<file path="config.mk">
export PLATFORM = sky130hd
export DESIGN_NAME = fetch_unit
export DESIGN_NICKNAME = d
export VERILOG_FILES = /design/src/rtl/fetch_unit.sv
export SDC_FILE = /design/constraint.sdc
export NUM_CORES = 1
export LEC_CHECK = 0
export ABC_CLOCK_PERIOD_IN_PS = 4000
export BUFFER_PORTS_ARGS = -buffer_cell sky130_fd_sc_hd__clkbuf_2
export CAP_MARGIN = 20
export CORE_MARGIN = 2
export CORE_UTILIZATION = 50
export CTS_BUF_LIST = sky130_fd_sc_hd__clkbuf_16
export CTS_CLUSTER_SIZE = 8
export DETAILED_ROUTE_END_ITERATION = 6
export PLACE_DENSITY = 0.7
export RECOVER_POWER = 25
export SLEW_MARGIN = 20
export SYNTH_ARGS = -nofsm -noshare
export SYNTH_HDL_FRONTEND = slang
export SYNTH_SLANG_ARGS = --single-unit
</file>
<file path="constraint.sdc">
create_clock -name clk -period 4 [get_ports clk]
set_input_delay 0.4 -clock clk [delete_from_list [all_inputs] [get_ports clk]]
set_output_delay 0.4 -clock clk [all_outputs]
set_load 0.01 [all_outputs]
</file>
<file path="src/rtl/fetch_unit.sv">
// Instruction fetch front end: sequential fetch address, one tracked in-flight read,
// DEPTH-entry {instr, pc} queue and redirect flush. Optional macro FETCH_BYPASS_EN.
module fetch_unit #(
   parameter int             D        = 9,
   parameter int             W        = 9,
   parameter int             DEPTH    = 4,
   parameter logic [D-1:0]   RESET_PC = '0
) (
   input  logic           clk,
   input  logic           reset,
   input  logic           redirect_en,
   input  logic [D-1:0]   redirect_addr,
   output logic           imem_rd_en,
   output logic [D-1:0]   imem_addr,
   input  logic [W-1:0]   imem_data,
   output logic           instr_valid,
   input  logic           instr_ready,
   output logic [W-1:0]   instr,
   output logic [D-1:0]   instr_pc
);

   localparam int CW = $clog2(DEPTH + 1);
   localparam int AW = $clog2(DEPTH);

   logic [D-1:0]  fetch_pc;
   logic          inflight_vld_p1;
   logic [D-1:0]  inflight_pc_p1;
   logic [W-1:0]  q_instr [DEPTH];
   logic [D-1:0]  q_pc    [DEPTH];
   logic [AW-1:0] rd_ptr;
   logic [AW-1:0] wr_ptr;
   logic [CW-1:0] count;

   logic          head_vld;
   logic          pop;
   logic          q_pop;
   logic          push;
   logic          issue;
   logic [CW:0]   occ_next;

   assign head_vld = (count != '0);

`ifdef FETCH_BYPASS_EN
   logic byp_vld;

   // A returning word is shown directly when the queue is empty; it only
   // enters the queue if decode does not take it this cycle.
   assign byp_vld     = inflight_vld_p1 & ~head_vld & ~redirect_en;
   assign instr_valid = head_vld | byp_vld;
   assign instr       = head_vld ? q_instr[rd_ptr] : (byp_vld ? imem_data : '0);
   assign instr_pc    = head_vld ? q_pc[rd_ptr] : (byp_vld ? inflight_pc_p1 : '0);
   assign push        = inflight_vld_p1 & ~redirect_en & ~reset & ~(byp_vld & instr_ready);
`else
   assign instr_valid = head_vld;
   assign instr       = head_vld ? q_instr[rd_ptr] : '0;
   assign instr_pc    = head_vld ? q_pc[rd_ptr] : '0;
   assign push        = inflight_vld_p1 & ~redirect_en & ~reset;
`endif

   assign pop   = instr_valid & instr_ready;
   assign q_pop = pop & head_vld;

   // Occupancy after this edge without a new issue; issuing only below DEPTH
   // guarantees the next return always finds a free slot.
   assign occ_next   = (CW+1)'(count) + (CW+1)'(inflight_vld_p1) - (CW+1)'(pop);
   assign issue      = ~reset & ~redirect_en & (occ_next < (CW+1)'(DEPTH));
   assign imem_rd_en = issue;
   assign imem_addr  = fetch_pc;

   // p0 -> p1: issue stage to memory-return stage, plus queue control
   always_ff @(posedge clk) begin
      if (reset) begin
         fetch_pc        <= RESET_PC;
         inflight_vld_p1 <= 1'b0;
         count           <= '0;
         rd_ptr          <= '0;
         wr_ptr          <= '0;
      end else if (redirect_en) begin
         fetch_pc        <= redirect_addr;
         inflight_vld_p1 <= 1'b0;
         count           <= '0;
         rd_ptr          <= '0;
         wr_ptr          <= '0;
      end else begin
         inflight_vld_p1 <= issue;
         if (issue) fetch_pc <= fetch_pc + 1'b1;
         if (push)  wr_ptr   <= wr_ptr + 1'b1;
         if (q_pop) rd_ptr   <= rd_ptr + 1'b1;
         count <= count + CW'(push) - CW'(q_pop);
      end
   end

   always_ff @(posedge clk) begin
      if (issue) inflight_pc_p1 <= fetch_pc;
      if (push) begin
         q_instr[wr_ptr] <= imem_data;
         q_pc[wr_ptr]    <= inflight_pc_p1;
      end
   end

endmodule

</file>
* After elaboration in Yosys (flattened, before gate mapping)
Memory sizes are Yosys's and may differ from the RTL's. A register that Yosys moved wholly into a read port is not among the register bits. Cells that the tools add are included.
Word-level totals: memories 2, input port bits 22, RAM bits 72, output and inout bits 29, register bits after elaboration 26, logic and storage cells 37
Memory list:
- q_instr | words 4, bits a word 9, read ports 1, clocked after Yosys merged registers in 1, write ports 1, line 28 | logic [W-1:0] q_instr [DEPTH];
- q_pc | words 4, bits a word 9, read ports 1, clocked after Yosys merged registers in 1, write ports 1, line 29 | logic [D-1:0] q_pc [DEPTH];
Cells by class: add/subtract/negate cells 7, mux-type cells 10, order comparisons 1, reductions and logical operators 3, bitwise logic cells 8
Operators with widths (number):
- $mux W9 | 4
- $add A9 B1 Y9 const B | 1
- $mux W2 | 4
- $and A1 B1 Y1 | 6
- $add A2 B1 Y2 const B | 2
- $add A3 B1 Y4 | 1
- $lt A4 B3 Y1 const B | 1
- $sub A4 B1 Y4 | 1
- $add A3 B1 Y3 | 1
- $reduce_bool A3 Y1 | 1
- $sub A3 B1 Y3 | 1
- $mux W1 | 2
- $not A1 Y1 | 2
- $reduce_bool A2 Y1 | 1
- $reduce_or A2 Y1 | 1

* Logic depth before layout (Yosys ltp)
Gate-level depths: netlist of run 1.
word-level depth 7, mapped depth 11, gate-level depth less buffers 10

* Least setup slack after synthesis of run 1
OpenSTA, ideal clock, no wires.
path type flip-flop to output port, start register count[0], end output imem_rd_en, arrival time 2.809 ns, path slack 0.791 ns, cell stages (with the launch flop) 11, path buffers 1, required time 3.600 ns, cells stage by stage dfxtp_1 or3_1 and2_1 ha_1 inv_1 ha_1 and3b_4 or4_4 and2_1 buf_6 nor2_1
On the way: word-level cells in the longest chain between the ends 5, elaborated cells between the ends (all ways) 6, those cells by class add/sub: 2; order compare: 1; bitwise: 2; reduce/logical: 1
RTL lines:
- from (decl) | line 32 | logic [CW-1:0] count;
- from (signal assigned) | line 89 | count <= count + CW'(push) - CW'(q_pop);
- branches (longest 2 deep; another with $add A3 B1 Y4)
- $sub A4 B1 Y4 (*) | line 65 | assign occ_next = (CW+1)'(count) + (CW+1)'(inflight_vld_p1) - (CW+1)'(pop);
- $lt A4 B3 Y1 (*) | line 66 | assign issue = ~reset & ~redirect_en & (occ_next < (CW+1)'(DEPTH));
- $and A1 B1 Y1 (*) | line 66
- to (decl) | line 13 | output logic imem_rd_en,
Mark *: on every way between the ends.

* Worst setup path in the final report of run 1
Same ends and word-level chain as after synthesis.

==> flow_summary.json, run 1 <==
{
  "drc_errors": 0,
  "fillers": 621,
  "ctsHoldBuffers": 0,
  "syn-num-nets": 274,
  "layout_common_cells": "81 x edfxtp_1, 41 x clkbuf_2, 23 x and2_1, 19 x dfxtp_1, 18 x mux4_2",
  "rows": 32,
  "synthCells": 241,
  "maxCapViolCount": 0,
  "grt_pass1_vias": 2137,
  "cts_tree": "built",
  "fin_crit_ns": 3.53,
  "num-nets-final": 327,
  "holdCritPathClass": "input port to register",
  "grt-ovfl-total": 0,
  "grtUsageTotal_pct": 16.0,
  "avgRoutedWirePerCell_um": 16.1,
  "die_area_mm2": 0.00881,
  "final_cells": 401,
  "ys_warn_count": 0,
  "synth_area_per_cell_um2": 16.7,
  "dp.cells": 385,
  "io_pins": 51,
  "synth_largest_area_cell": "edfxtp_1",
  "fin_crit_sh_pct": 88.2,
  "critPathKind": "register to output port",
  "intPower_uw": 1680,
  "start_util_pct": 51.9,
  "grt_max_degree": 20,
  "switching_share_pct": 20.5,
  "path_clk_slew_ns": 0.07,
  "drt_pass1_iterations": 4,
  "critical_path_arrival_ns": 3.13,
  "ys_seq_elements": 100,
  "crit_required_ns": 3.60,
  "vias_per_cell": 5.32,
  "power_switching_uw": 432,
  "status": "completed",
  "leakage_uw": 0.00163,
  "seq_power_share_pct": 55.4,
  "clockBufferDepth": 2,
  "clkSinkCount": 100,
  "drive_above_1_share_pct": 28.1,
  "grt_antenna_before_repair": 0,
  "drv_slew": 0,
  "hold_viol": 0,
  "ant_nets": 0,
  "worst_setup_path_end_kind": "output port",
  "drt_iter0_drc": 64,
  "finClkSkew_ns": 0.00559,
  "gp_congestion": 0.887,
  "post-route-util_pct": 60.0,
  "clkLatencyLatePin_ns": 0.33,
  "synth-seq-area-share_pct": 69.7,
  "seqCellArea_mm2": 0.00281,
  "cp-start-kind": "register",
  "grt_first_pass_wirelength_um": 10500,
  "ctsHtreeMaxLevel": 3,
  "die_h_um": 93.8,
  "setup-violations-final": 0,
  "crit_fanout": 10,
  "ys_top_cells_by_area": "edfxtp_1 60%, mux4_2 10%, dfxtp_1 9.4%",
  "multi_input_area_mm2": 0.00113,
  "n_antenna_cell": 0,
  "areaGrowthSynthToFinish_pct": 15.5,
  "slew_headroom_pct": 41.6,
  "syn_area_mm2": 0.00404,
  "die_w_um": 93.8,
  "fmax_mhz": 283,
  "cts-root-buf": "clkbuf_16",
  "yosysTopAreaCellShare_pct": 60.3,
  "vias": 2132,
  "ir_drop_mv": 0.203,
  "core_area_mm2": 0.00777,
  "combinationalPowerShare_pct": 5.0,
  "rsz0062_at_grt": "no",
  "io_buffers": 50,
  "synth_cell_types": 38,
  "clkPwrFrac_pct": 39.6,
  "dp_hpwl_um": 4240,
  "cts-buffers-inserted": 9,
  "finalSetupTns_ns": 0,
  "drt-total-wl_um": 6470,
  "power_density_mw_per_mm2": 452,
  "cts_resized": 0,
  "postCtsSetupBuffers": 0,
  "tightest_slew_ns": 0.874,
  "layout_commonest_cell": "edfxtp_1"
}
## per-layer routing
metal | global-route usage (%) | wire [um]
met5 | 0 | 0
met4 | 7.13 | 56
met3 | 4.01 | 290
met2 | 25.9 | 3200
met1 | 20.7 | 2930
## area by class of cell
class / count / area share (%)
Sequential cell: 100 / 60.3
Inverter: 10 / 0.805
Clock inverter: 7 / 1.48
Clock buffer: 9 / 4.83
Multi-Input combinational cell: 120 / 24.2
Tap cell: 102 / 2.74
Timing Repair Buffer: 53 / 5.61
## stage by stage
stage          area (um^2)  total power [uW]  hold slack (ns)  setup slack, ns
4_1_cts               4670              2130            0.272            0.456
3_3_place_gp          4380              1300            0.479            0.876
6_report              4660              2110            0.319            0.470
5_1_grt               4660              2190            0.344            0.278
3_5_place_dp          4380              1300            0.487            0.818
2_1_floorplan         4040              1250            0.459            0.791
## power by group through the flow
stage / logic (uW) / registers [uW] / clock network, uW
3_3_place_gp: 106 / 1190 / 0
6_report: 105 / 1170 / 836
5_1_grt: 119 / 1170 / 896
2_1_floorplan: 65.6 / 1190 / 0
3_5_place_dp: 107 / 1190 / 0
4_1_cts: 108 / 1170 / 856
## synthesized netlist by cell type (all sizes together)
cell type / number
a31oi: 1
and3: 5
a211o: 1
buf: 4
edfxtp: 81
or4: 2
xnor2: 7
mux4: 18
a21oi: 1
a311o: 1
clkbuf: 7
dfxtp: 19
mux2i: 2
nor2b: 1
fa: 1
a21boi: 1
and2: 23
o211ai: 1
o21ai: 1
o22ai: 1
nor2: 17
o31ai: 1
nand2: 7
a311oi: 2
a211oi: 6
inv: 10
xor2: 2
nand3: 1
ha: 10
and3b: 1
or2: 1
or3: 2
nand4: 3
## kinds of logic (layout without fill, tap and decap cells)
logic type | after synthesis | in the layout | synth area share (%)
xor+xnor | 9 | 9 | 1.95
fa+ha+maj | 11 | 11 | 3.60
simple gates | 63 | 63 | 8.71
mux | 20 | 20 | 10.5
buf+inv | 21 | 79 | 2.36
compound gates | 17 | 17 | 3.13
flops | 100 | 100 | 69.7
## critical path: stages, from the launching register on
cell      delay, ns
dfxtp_1        0.32
or3_1          0.37
and2_1         0.21
ha_1           0.19
inv_1          0.05
ha_1           0.21
and3b_4        0.18
or4_4          0.50
and2_1         0.27
nor2_1         0.13
buf_4          0.19
clkbuf_2       0.16
## sequential cells by signal (all words and copies together) (netlist names), named ones only
| name | count |
|---|---|
| q_instr | 36 |
| q_pc | 36 |
| imem_addr | 9 |
| inflight_pc_p1 | 9 |
| count | 3 |
| rd_ptr | 2 |
| wr_ptr | 2 |
| inflight_vld_p1 | 1 |
## path summary, 6_finish.rpt
kind | start | to | cells past startpoint | slack [ns]
max reg2reg | count[0]$_SDFF_PN0_ | imem_addr[7]$_SDFFE_PP0P_ | 10 | 0.82
min reg2reg | imem_addr[8]$_SDFFE_PP0P_ | inflight_pc_p1[8]$_DFFE_PP_ | 0 | 0.50
min | imem_data[7] | q_instr[3][7]$_DFFE_PP_ | 1 | 0.32
max | count[0]$_SDFF_PN0_ | imem_rd_en | 11 | 0.47
(Power assumes the default switching activity.)
==> run 2, diff against run 1 <==
- REMOVE_ABC_BUFFERS: unset -> 1
==> flow_summary.json, run 2 (synthesized netlist as in run 1, its figures left out) <==
{
  "io_pins": 51,
  "avgRoutedWirePerCell_um": 16.4,
  "grtUsageTotal_pct": 16.3,
  "multi_input_area_mm2": 0.00113,
  "maxCapViolCount": 0,
  "path_clk_slew_ns": 0.06,
  "pre_cts_ws_ns": 0.770,
  "vias_per_cell": 5.36,
  "crit-reg2reg-capture": "imem_addr[7]$_SDFFE_PP0P_",
  "io_buffers": 50,
  "num-nets-final": 327,
  "ir_drop_mv": 0.299,
  "drc_errors": 0,
  "layout_commonest_cell": "edfxtp_1",
  "power_density_mw_per_mm2": 449,
  "min_to": "imem_addr[2]$_SDFFE_PP0P_",
  "finalSetupTns_ns": 0,
  "finClkSkew_ns": 0.00607,
  "areaGrowthSynthToFinish_pct": 15.5,
  "hold_viol": 0,
  "status": "completed",
  "slew_headroom_pct": 36.6,
  "cts-buffers-inserted": 9,
  "critPathKind": "register to output port",
  "clkSinkCount": 100,
  "clkLatencyLatePin_ns": 0.33,
  "die_area_mm2": 0.00881,
  "leakage_uw": 0.00165,
  "setup.reg_to_reg.worst_slack_ns": 0.77,
  "core_area_mm2": 0.00777,
  "gp_congestion": 0.842,
  "vias": 2148,
  "fin_crit_sh_pct": 85.3,
  "grt_pass1_vias": 2154,
  "worst_slack_ns": 0.589,
  "critical_path_arrival_ns": 3.01,
  "die_h_um": 93.8,
  "holdPathStages": 3,
  "timing.hold.ws_ns": 0.329,
  "cp-start-kind": "register",
  "layout_common_cells": "81 x edfxtp_1, 41 x clkbuf_2, 23 x and2_1, 19 x dfxtp_1, 18 x mux4_2",
  "fillers": 614,
  "r2r_cells": 10,
  "reg.largest.list": "q_instr (36), q_pc (36)",
  "hp-start": "redirect_addr[2]",
  "cts_resized": 0,
  "tightest_slew_ns": 0.949,
  "busiest_layer": "met2",
  "grt.met2_usage_pct": 27.0,
  "drt_iter0_drc": 88,
  "ctsHoldBuffers": 0,
  "grt_first_pass_wirelength_um": 10700,
  "drv_slew": 0,
  "postCtsSetupBuffers": 0,
  "r2r-start": "count[0]$_SDFF_PN0_",
  "grt_max_degree": 20,
  "rows": 32,
  "cts-root-buf": "clkbuf_16",
  "dp_hpwl_um": 4200,
  "drt_pass1_iterations": 4,
  "use_met1_pct": 21.0,
  "clockBufferDepth": 2,
  "drt-total-wl_um": 6580,
  "grt_use_met3_pct": 2.57,
  "grt-ovfl-total": 0,
  "ctsHtreeMaxLevel": 3,
  "crit_fanout": 8,
  "seqCellArea_mm2": 0.00281,
  "holdCritPathClass": "input port to register",
  "grt_antenna_before_repair": 0,
  "n_antenna_cell": 0,
  "cts_tree": "built",
  "worst_setup_path_end_kind": "output port",
  "drive_above_1_share_pct": 27.4,
  "crit_required_ns": 3.60,
  "fin_crit_ns": 3.41,
  "die_w_um": 93.8,
  "fmax_mhz": 293,
  "start_util_pct": 51.9,
  "ant_nets": 0,
  "setup-violations-final": 0,
  "rsz0062_at_grt": "no"
}
==> run 2: changes by cell type in the layout (fill, tap and decap cells not counted), sizes merged <==
cell,change
bufinv,-1
clkbuf,+2
inv,+2
clkinvlp,-3
==> run 2: critical path, cell delays in order (launching register included) <==
cell,delay [ns]
dfxtp_1,0.33
or3_1,0.39
and2_1,0.22
ha_1,0.19
inv_1,0.06
ha_1,0.22
and3b_4,0.18
or4_4,0.50
and2_1,0.27
nor2_1,0.17
clkbuf_2,0.16
==> run 2: final cells by class <==
cell class	instances	share of cell area, %
tap	102	2.74
clock buffer	11	5.91
inverter	10	0.805
timing repair buffer	53	5.61
clock inverter	5	0.403
multi-input combinational	120	24.2
sequential	100	60.3
==> run 2: layer usage <==
layer  routed length (um)  part of all wire [%]  up-vias
met5                    0                     0        -
met4                   81                   1.2        0
met3                  301                   4.6        8
met2                 3280                    50       60
met1                 2920                    44     1061
li1                     -                     -     1019
==> run 2: worst max path at each step <==
stage	startpoint	endpoint	slack (ns)	cells past startpoint
after floorplan	count[0]$_SDFF_PN0_	imem_rd_en	0.58	9
after global placement	count[0]$_SDFF_PN0_	imem_addr[7]$_SDFFE_PP0P_	0.88	10
after detailed placement	count[0]$_SDFF_PN0_	imem_addr[7]$_SDFFE_PP0P_	0.77	10
after CTS	count[0]$_SDFF_PN0_	imem_rd_en	0.56	10
after global routing	count[0]$_SDFF_PN0_	imem_rd_en	0.42	10
final	count[0]$_SDFF_PN0_	imem_rd_en	0.59	10
==> run 2: through the flow <==
step	instances	power [uW]	util (%)	area (um^2)
2_1_floorplan	230	1250	-	3980
6_report	401	2090	60.0	4660
5_1_grt	401	2170	60.0	4660
4_1_cts	401	2120	60.1	4670
3_3_place_gp	385	1300	56.4	4380
3_5_place_dp	385	1300	56.4	4380
==> run 2: report_power, final <==
group,switching [uW],total (uW),internal [uW]
combinational,58.3,105,46.5
clock,334,821,487
sequential,20.5,1170,1150
==> run 3, diff against run 2 <==
- BUFFER_PORTS_ARGS: -buffer_cell sky130_fd_sc_hd__clkbuf_2 -> -buffer_cell sky130_fd_sc_hd__buf_4
- CTS_CLUSTER_SIZE: 8 -> 14
- RECOVER_POWER: 25 -> 100
==> flow_summary.json, run 3 (synthesized netlist as in run 1, its figures left out) <==
{
  "critPathKind": "register to output port",
  "drv_slew": 0,
  "cts-root-buf": "clkbuf_16",
  "grt_first_pass_wirelength_um": 10900,
  "status": "completed",
  "hold_viol": 0,
  "avgRoutedWirePerCell_um": 16.6,
  "pre_cts_ws_ns": 0.816,
  "worst_slack_ns": 0.426,
  "setup-violations-final": 0,
  "cts_tree": "built",
  "path_cells": "or3_1, and2_0, ha_1, inv_1, ha_1, and3b_4, or4_1, and2_0, nor2_1, buf_4",
  "clkLatencyLatePin_ns": 0.33,
  "seqCellArea_mm2": 0.00281,
  "layout_commonest_cell": "edfxtp_1",
  "vias_per_cell": 5.29,
  "crit_path_top_delay_cell": "or4_1",
  "cp-start-kind": "register",
  "power_density_mw_per_mm2": 462,
  "drc_errors": 0,
  "worst_setup_path_end_kind": "output port",
  "setup.reg_to_reg.worst_slack_ns": 0.52,
  "grtUsageTotal_pct": 16.7,
  "ctsHtreeMaxLevel": 3,
  "multi_input_area_mm2": 0.00112,
  "cpPeakStageDelay_ns": 0.55,
  "layout_common_cells": "81 x edfxtp_1, 30 x clkbuf_1, 23 x buf_4, 19 x dfxtp_1, 18 x mux4_2",
  "min_to": "q_instr[3][1]$_DFFE_PP_",
  "leakage_uw": 0.00158,
  "fmax_mhz": 280,
  "drt-total-wl_um": 6670,
  "rows": 32,
  "cts-buffers-inserted": 9,
  "crit_required_ns": 3.60,
  "post-route-util_pct": 60.5,
  "crit_fanout": 8,
  "die_area_mm2": 0.00881,
  "ant_nets": 0,
  "num-nets-final": 327,
  "crit_buf_inv": 2,
  "grt_antenna_before_repair": 0,
  "finalSetupTns_ns": 0,
  "drive_above_1_share_pct": 19.7,
  "io_buffers": 50,
  "maxCapViolCount": 0,
  "reg.largest.list": "q_instr (36), q_pc (36)",
  "finClkSkew_ns": 0.00832,
  "crit_family": "simple AND/OR/NAND/NOR gates",
  "hp-start": "imem_data[1]",
  "grt_pass1_vias": 2178,
  "slew_headroom_pct": 34.3,
  "r2r_cells": 10,
  "start_util_pct": 51.9,
  "clockBufferDepth": 2,
  "fin_crit_ns": 3.57,
  "drt_iter0_drc": 134,
  "grt_max_degree": 20,
  "tightest_slew_ns": 0.986,
  "areaGrowthSynthToFinish_pct": 16.4,
  "dp_hpwl_um": 4310,
  "fillers": 626,
  "clkSinkCount": 100,
  "holdPathStages": 1,
  "critical_path_arrival_ns": 3.17,
  "core_area_mm2": 0.00777,
  "path_clk_slew_ns": 0.07,
  "timing.hold.ws_ns": 0.333,
  "r2r-start": "count[0]$_SDFF_PN0_",
  "die_w_um": 93.8,
  "rsz0062_at_grt": "no",
  "ir_drop_mv": 0.253,
  "fin_crit_sh_pct": 89.3,
  "die_h_um": 93.8,
  "postCtsSetupBuffers": 0,
  "grt-ovfl-total": 0,
  "vias": 2123,
  "holdCritPathClass": "input port to register",
  "ctsHoldBuffers": 0,
  "crit-reg2reg-capture": "inflight_pc_p1[5]$_DFFE_PP_",
  "drt_pass1_iterations": 4,
  "n_antenna_cell": 0,
  "io_pins": 51,
  "cts_resized": 0,
  "gp_congestion": 0.841
}
## run 3: per-stage QoR
stage	instance area (um^2)	instances	power, uW
6_report	4700	401	2170
2_1_floorplan	3980	230	1250
5_1_grt	4700	401	2240
4_1_cts	4820	401	2200
3_5_place_dp	4500	385	1310
3_3_place_gp	4500	385	1310
## run 3: worst max path at each step
stage | slack [ns] | to | cells after the start | from
5_1_grt | 0.22 | imem_rd_en | 10 | count[0]$_SDFF_PN0_
3_3_place_gp | 0.87 | imem_addr[7]$_SDFFE_PP0P_ | 10 | count[0]$_SDFF_PN0_
6_report | 0.43 | imem_rd_en | 10 | count[0]$_SDFF_PN0_
4_1_cts | 0.58 | imem_rd_en | 10 | count[0]$_SDFF_PN0_
3_5_place_dp | 0.82 | imem_addr[7]$_SDFFE_PP0P_ | 10 | count[0]$_SDFF_PN0_
2_1_floorplan | 0.58 | imem_rd_en | 9 | count[0]$_SDFF_PN0_
## run 3: area by class of cell
cell class,instances,share of cell area [%]
inverter,10,0.799
sequential,100,59.9
clock buffer,9,4.79
timing repair buffer,53,6.07
tap,102,2.72
clock inverter,7,1.94
multi-input combinational,120,23.8
## run 3: worst register-to-register path, delay by kind of cell (launching register included)
| kind | cells | cell delay (ns) |
|---|---|---|
| AND/OR/NAND/NOR | 6 | 1.88 |
| flip-flops | 1 | 0.32 |
| adder cells (fa/ha/maj) | 2 | 0.43 |
| buffers and inverters | 2 | 0.48 |
## run 3: power breakdown
part	internal (uW)	leakage [uW]	switching, uW
clock network	545	0.000157	351
registers	1150	0.000892	21.1
logic	47.5	0.000533	58.9
## run 3: metal layers
metal / global-route usage (%) / vias to the layer above / share of wire (%)
met5: 0 / - / 0
met3: 4.09 / 9 / 4.3
li1: - / 1020 / -
met4: 6.16 / 0 / 1.3
met1: 21.8 / 1042 / 45
met2: 27.3 / 52 / 49
